--- src/rtl/sap_pkg.sv ---
// Shared definitions for the SAP output path: shifter FSM states and the default word width.
package sap_pkg;

    localparam int unsigned SAP_W = 4;

    typedef enum logic {
        ST_IDLE  = 1'b0,
        ST_SHIFT = 1'b1
    } sap_state_e;

endpackage

--- src/rtl/out_hold_reg.sv ---
// One-entry holding register between the W-bus and the shifter.
// A load is accepted while empty, or when the current word leaves on the same edge.
module out_hold_reg
    import sap_pkg::*;
#(
    parameter int unsigned W = SAP_W
) (
    input  logic         clk_i,
    input  logic         rst_ni,
    input  logic         load_i,
    input  logic [W-1:0] d_i,
    input  logic         xfer_i,
    output logic         full_o,
    output logic [W-1:0] hold_o,
    output logic         drop_o
);

    logic         full_q, full_d;
    logic [W-1:0] hold_q, hold_d;
    logic         accept;

    always_comb begin
        accept = load_i && (!full_q || xfer_i);
        hold_d = hold_q;
        full_d = full_q;
        if (xfer_i) begin
            full_d = 1'b0;
        end
        // A same-edge load wins over the transfer, so full stays set.
        if (accept) begin
            hold_d = d_i;
            full_d = 1'b1;
        end
    end

    always_ff @(posedge clk_i or negedge rst_ni) begin
        if (!rst_ni) begin
            full_q <= 1'b0;
            hold_q <= '0;
        end else begin
            full_q <= full_d;
            hold_q <= hold_d;
        end
    end

    assign full_o = full_q;
    assign hold_o = hold_q;
    assign drop_o = load_i && !accept;

endmodule

--- src/rtl/out_shift_reg.sv ---
// Bus-side reader: captures a word on i_en and drains it MSB first over a valid/ready
// serial link, with a holding register giving two-word buffering.
module out_shift_reg
    import sap_pkg::*;
#(
    parameter int unsigned W = SAP_W
) (
    input  logic         clk,
    input  logic         clr,
    input  logic         i_en,
    input  logic [W-1:0] d,
    output logic         full,
    output logic         busy,
    output logic         ovf,
    output logic         ser_data,
    output logic         ser_valid,
    output logic         ser_last,
    input  logic         ser_ready
);

    localparam int unsigned CntW = (W > 1) ? $clog2(W) : 1;
    localparam logic [CntW-1:0] LastCnt = CntW'(W - 1);

    sap_state_e    state_q, state_d;
    logic [W-1:0]  shreg_q, shreg_d;
    logic [CntW-1:0] cnt_q, cnt_d;
    logic          ovf_q, ovf_d;

    logic [W-1:0]  hold;
    logic          drop;
    logic          xfer;
    logic          shifting;
    logic          is_last;

    assign shifting = (state_q == ST_SHIFT);
    assign is_last  = shifting && (cnt_q == LastCnt);
    // Hold moves into the shifter when idle, or right behind the last bit (no bubble).
    assign xfer     = full && (!shifting || (ser_ready && is_last));

    out_hold_reg #(
        .W (W)
    ) u_hold (
        .clk_i  (clk),
        .rst_ni (clr),
        .load_i (i_en),
        .d_i    (d),
        .xfer_i (xfer),
        .full_o (full),
        .hold_o (hold),
        .drop_o (drop)
    );

    always_comb begin
        state_d = state_q;
        shreg_d = shreg_q;
        cnt_d   = cnt_q;
        ovf_d   = ovf_q | drop;
        unique case (state_q)
            ST_IDLE: begin
                if (full) begin
                    state_d = ST_SHIFT;
                    shreg_d = hold;
                    cnt_d   = '0;
                end
            end
            ST_SHIFT: begin
                if (ser_ready) begin
                    if (!is_last) begin
                        shreg_d = {shreg_q[W-2:0], 1'b0};
                        cnt_d   = cnt_q + 1'b1;
                    end else if (full) begin
                        shreg_d = hold;
                        cnt_d   = '0;
                    end else begin
                        state_d = ST_IDLE;
                        shreg_d = '0;
                        cnt_d   = '0;
                    end
                end
            end
            default: state_d = ST_IDLE;
        endcase
    end

    always_ff @(posedge clk or negedge clr) begin
        if (!clr) begin
            state_q <= ST_IDLE;
            shreg_q <= '0;
            cnt_q   <= '0;
            ovf_q   <= 1'b0;
        end else begin
            state_q <= state_d;
            shreg_q <= shreg_d;
            cnt_q   <= cnt_d;
            ovf_q   <= ovf_d;
        end
    end

    assign busy      = shifting;
    assign ovf       = ovf_q;
    assign ser_valid = shifting;
    assign ser_data  = shifting & shreg_q[W-1];
    assign ser_last  = is_last;

endmodule

--- config.mk ---
export PLATFORM = sky130hd
export DESIGN_NAME = out_shift_reg
export DESIGN_NICKNAME = d
export VERILOG_FILES = /design/src/rtl/sap_pkg.sv /design/src/rtl/out_hold_reg.sv /design/src/rtl/out_shift_reg.sv
export SDC_FILE = /design/constraint.sdc
export NUM_CORES = 1
export LEC_CHECK = 0
export ABC_AREA = 1
export BUFFER_PORTS_ARGS = -buffer_cell sky130_fd_sc_hd__buf_2
export CORE_MARGIN = 8
export CORE_UTILIZATION = 32
export CTS_BUF_LIST = sky130_fd_sc_hd__clkbuf_16
export DETAILED_ROUTE_END_ITERATION = 7
export GPL_TIMING_DRIVEN = 0
export PLACE_DENSITY_LB_ADDON = 0.2
export RECOVER_POWER = 25
export SETUP_SLACK_MARGIN = 0.1
export SLEW_MARGIN = 40
export SYNTH_ARGS = -nofsm -noshare
export SYNTH_HDL_FRONTEND = slang
export SYNTH_SLANG_ARGS = --single-unit
--- constraint.sdc ---
create_clock -name clk -period 2.8 [get_ports clk]
set_input_delay 0.28 -clock clk [delete_from_list [all_inputs] [get_ports clk]]
set_output_delay 0.28 -clock clk [all_outputs]
set_load 0.05 [all_outputs]
# After elaboration in Yosys (flattened, before gate mapping)
# Cells that the tools add are included.
# totals
wordCells,40
register_bits,13
out_inout_bits,6
in_bits,8
# op_classes
n_reduce_logical,12
mux,15
addsub,1
n_eq_ne,3
n_bitwise,3
# op_table
op,count
2-to-1 mux 4 bit,4
case mux 4 bit (2 select lines),1
2-to-1 mux 2 bit,3
logical AND 1 bit,5
2-to-1 mux 1 bit,5
case mux 2 bit (2 select lines),1
zero test 1 bit,3
adder 2 x 1 -> 2 bit (second input constant),1
equality test 2 bit (second input constant),1
logical OR 1 bit,2
!= test 2 x 1 -> 1 bit (second input constant),1
!= test 2 bit (second input constant),1
case mux 1 bit (2 select lines),1
AND reduction 2 bit,1
nonzero test 2 bit,1
AND 1 bit,1
NOT 1 bit,1
OR 1 bit,1

# Logic depth before layout (Yosys ltp)
# logic_depth
ltp_word,10
ltp_mapped,7
ltp_nobuf,7

# Cells and area by module
# From an unflattened synthesis, not the netlist that was laid out.
# unflattened
hier_cells,80
area_unflattened_um2,630.6
# modules_own_cells
mod,area_each_um2,instances,seq_area_each_um2,cells_each
out_shift_reg,427.9,1,200.2,57
out_hold_reg,202.7,1,125.1,23

# Worst setup path after synthesis
# OpenSTA, ideal clock, no wires.
# synth_path
path_type,register to output
from,register state_q (netlist: busy)
to,output ser_last
path_buffers,1
setup_slack_ns,1.289
required_time_ns,2.520
t_arrival_ns,1.231
stages_incl_launch_ff,4
path_cell_list,dfrtp_1 -> buf_6 -> nand2_1 -> inv_1
# synth_between
elab_chain_len,1
# synth_rtl
element,line,rtl
from (decl),out_shift_reg.sv:24,"sap_state_e state_q, state_d;"
from (signal assigned),out_shift_reg.sv:92,state_q <= state_d;
logical AND 1 bit,out_shift_reg.sv:36,assign is_last = shifting && (cnt_q == LastCnt);
to (decl),out_shift_reg.sv:17,"output logic ser_last,"
# Every way passes these cells.

# Final worst setup path
# layout_path
from,register cnt_q[0]
to,output ser_last
# layout_between
elab_chain_len,2
# layout_rtl
element,line,rtl
from (decl),out_shift_reg.sv:26,"logic [CntW-1:0] cnt_q, cnt_d;"
from (signal assigned),out_shift_reg.sv:94,cnt_q <= cnt_d;
equality test 2 bit,out_shift_reg.sv:36,
logical AND 1 bit,out_shift_reg.sv:36,
# Every way passes these cells.

==> metrics.txt <==
status complete, no violations; Critical Path Source Type register; Setup Buffers After CTS 0; CTS H-tree lvls 1; hpwl dp around 950 um; Die H 61.52 um; Max Fclk 645.4 MHz; total CTS buffers 3; Combinational Power Share between 30 and 40%; maximum VDD drop 0.4363 mV; Seq cells post-synth 13; Worst EP required around 2.5 ns; gr usage total around 8.3%; layout cells sized above 1 33.33%; I/O Buffers 13; Flop pwr share 35.5%; Pre-Repair DR Iteration Count 4; Clock power frac 32.3%; P_leak about 0.47 nW; switching part of the total approximately 36%; P per Cell Area roughly 970 mW/mm^2; TritonCTS sink count 13; GPL Wtd Cong approximately 0.74; largest net degree at the start of global routing 14; endpoint class of the critical path primary output; post-synthesis sequential area ratio 49.06%; post-route insts no fill roughly 120; Synth Area per Inst about 8.5 um^2; routed vias roughly 520; Post-Syn Nets 87; Hold WC Path Type in -> reg; diode count 0; Worst Skew 0.002383 ns; Final Max Slew Viols 0; maxcap violations 0; # rows 16; die area roughly 0.0038 mm^2; cells after synthesis slightly below 80; Avg WL per Cell 10.01 um; Post-route DRC 0; Worst Tran Pin Value 0.7029 ns; vias per cell 4.220; root buffer cell clkbuf_16; Post-DP Area approximately 760 um^2; Yosys warning count 0; fillers 225; Horiz. Die Dim 61.52 um; final worst path period need around 1.5 ns; dpl cells around 120; Worst Path Max Fanout 5; fin crit share between 50% and 60%; Clock Tree Buf Depth 2; initial core utilization between 30% and 40%; first-pass GRT wire length ~2200 um; final wirelength roughly 1200 um; Antenna Nets Post-Route 0; antenna violations before repair 0; worst skew pair latency 0.24 ns; vias in the first global route ~490; final setup violation count 0; setup TNS 0 ns; synthesized cell area 663.1 um^2; switching power 0.2928 mW; RSZ-0062 raised after global routing false; critical path class reg -> out; Internal about 0.53 mW; gr ovfl total 0; Rel. slew slack between 50% and 60%; P&R area growth vs syn 28.11%; Hold Vio Cnt, Final 0; cell area after layout 849.6 um^2; Starting DRT DRC Count 4; Clk pin slew, worst setup/hold paths roughly 0.04 ns; CTS tree built; worst path arrival time approximately 1.3 ns; boundary pin count 14; Placeable Area ~0.0020 mm^2; final net count between 100 and 150; post-synthesis cell type count 17
[power by group through the flow]
stage | Combinational, mW | Clock, mW | Sequential [mW]
finish | 0.265 | 0.266 | 0.292
global route | 0.299 | 0.286 | 0.301
detailed placement | 0.268 | 0 | 0.295
floorplan | 0.206 | 0 | 0.296
global placement | 0.264 | 0 | 0.294
CTS | 0.270 | 0.273 | 0.293
[cell families (layout without fill, tap and decap cells)]
family          after synthesis  after routing  share of synthesized area, %
compound gates                3              3                         3.207
simple gates                 50             50                         37.55
fa+ha+maj                     1              1                         1.886
buf+inv                      11             29                         8.303
flops                        13             13                         49.06
[layout make-up]
type / count / area [um^2] / area share, %
buffer: 2 / 18.77 / 2.209
clock buffer: 3 / 75.07 / 8.837
tap: 27 / 33.78 / 3.976
timing repair buffer: 14 / 73.82 / 8.689
clock inverter: 1 / 3.754 / 0.4418
multi-input combinational: 54 / 282.8 / 33.28
sequential: 13 / 325.3 / 38.29
inverter: 9 / 36.28 / 4.271
[stage by stage]
step | worst slack (ns) | total power, mW | hold WS, ns | util, %
floorplan | 1.289 | 0.5024 | -0.01559 | -
global placement | 1.521 | 0.5587 | 0.1856 | 38.84
detailed placement | 1.505 | 0.5634 | 0.1897 | 38.84
CTS | 1.244 | 0.8362 | 0.2725 | 43.37
global route | 1.165 | 0.8852 | 0.2719 | 43.30
finish | 1.251 | 0.8232 | 0.2724 | 43.30
[path summary, 6_finish.rpt]
kind / from / to / slack (ns) / cells after the start
max in group asynchronous: clr / shreg_q[0]$_DFFE_PN0P_ / 1.76 / 2
max: cnt_q[0]$_DFFE_PN0P_ / ser_last / 1.25 / 4
min reg2reg: u_hold.hold_o[2]$_DFFE_PN0P_ / u_hold.hold_o[2]$_DFFE_PN0P_ / 0.47 / 2
min in group asynchronous: clr / cnt_q[1]$_DFFE_PN0P_ / 0.60 / 2
min: d[3] / u_hold.hold_o[3]$_DFFE_PN0P_ / 0.27 / 3
max reg2reg: cnt_q[0]$_DFFE_PN0P_ / u_hold.hold_o[0]$_DFFE_PN0P_ / 1.63 / 6
[registers in the layout, summed over array words and instances (netlist names)]
name / cells
shreg_q: 4
cnt_q: 2
busy: 1
ovf: 1
u_hold.full_o: 1
u_hold.hold_o: 4
[worst max-delay path: stages, from the launching register on]
cell,delay [ns]
dfrtp_1,0.35
ha_1,0.30
nand2_1,0.08
inv_1,0.05
buf_2,0.25
[repair_timing]
action                                 CTS  global route
hold buffers                             1             0
endpoints found under the hold margin   13             0
resized for setup                        0             0
[synth_stat cells]
cell      count  area, um^2
nand3_1       8       40.04
buf_6         1       11.26
inv_2         1       3.750
nand2_1      29       108.9
o21ai_1       1       5.000
o21bai_1      1       7.510
nand2_2       6       37.54
buf_4         1       7.510
ha_1          1       12.51
inv_4         1       6.260
dfrtp_1      13       325.3
a21oi_2       1       8.760
nor2_1        1       3.750
nand2_4       2       22.52
nor2_2        3       18.77
inv_1         7       26.28
nand3_4       1       17.52
[routing by layer]
layer	wire, um	global-route usage (%)	vias to the layer above	part of all wire [%]
met5	0	0	-	0
met4	28	4.870	0	2.3
met3	83	3.758	5	6.7
met2	493	11.08	13	40
met1	626	10.42	227	51
li1	-	-	274	-
[cells in the final DEF (no fill, tap or decap), drive strengths merged]
cell type	netlist	layout
clkbuf	0	4
nor2	4	4
inv	9	10
o21ai	1	1
nand2	37	37
o21bai	1	1
buf	2	14
dlygate4sd3	0	1
a21oi	1	1
nand3	9	9
dfrtp	13	13
ha	1	1
Power figures use the tool's default switching activity.
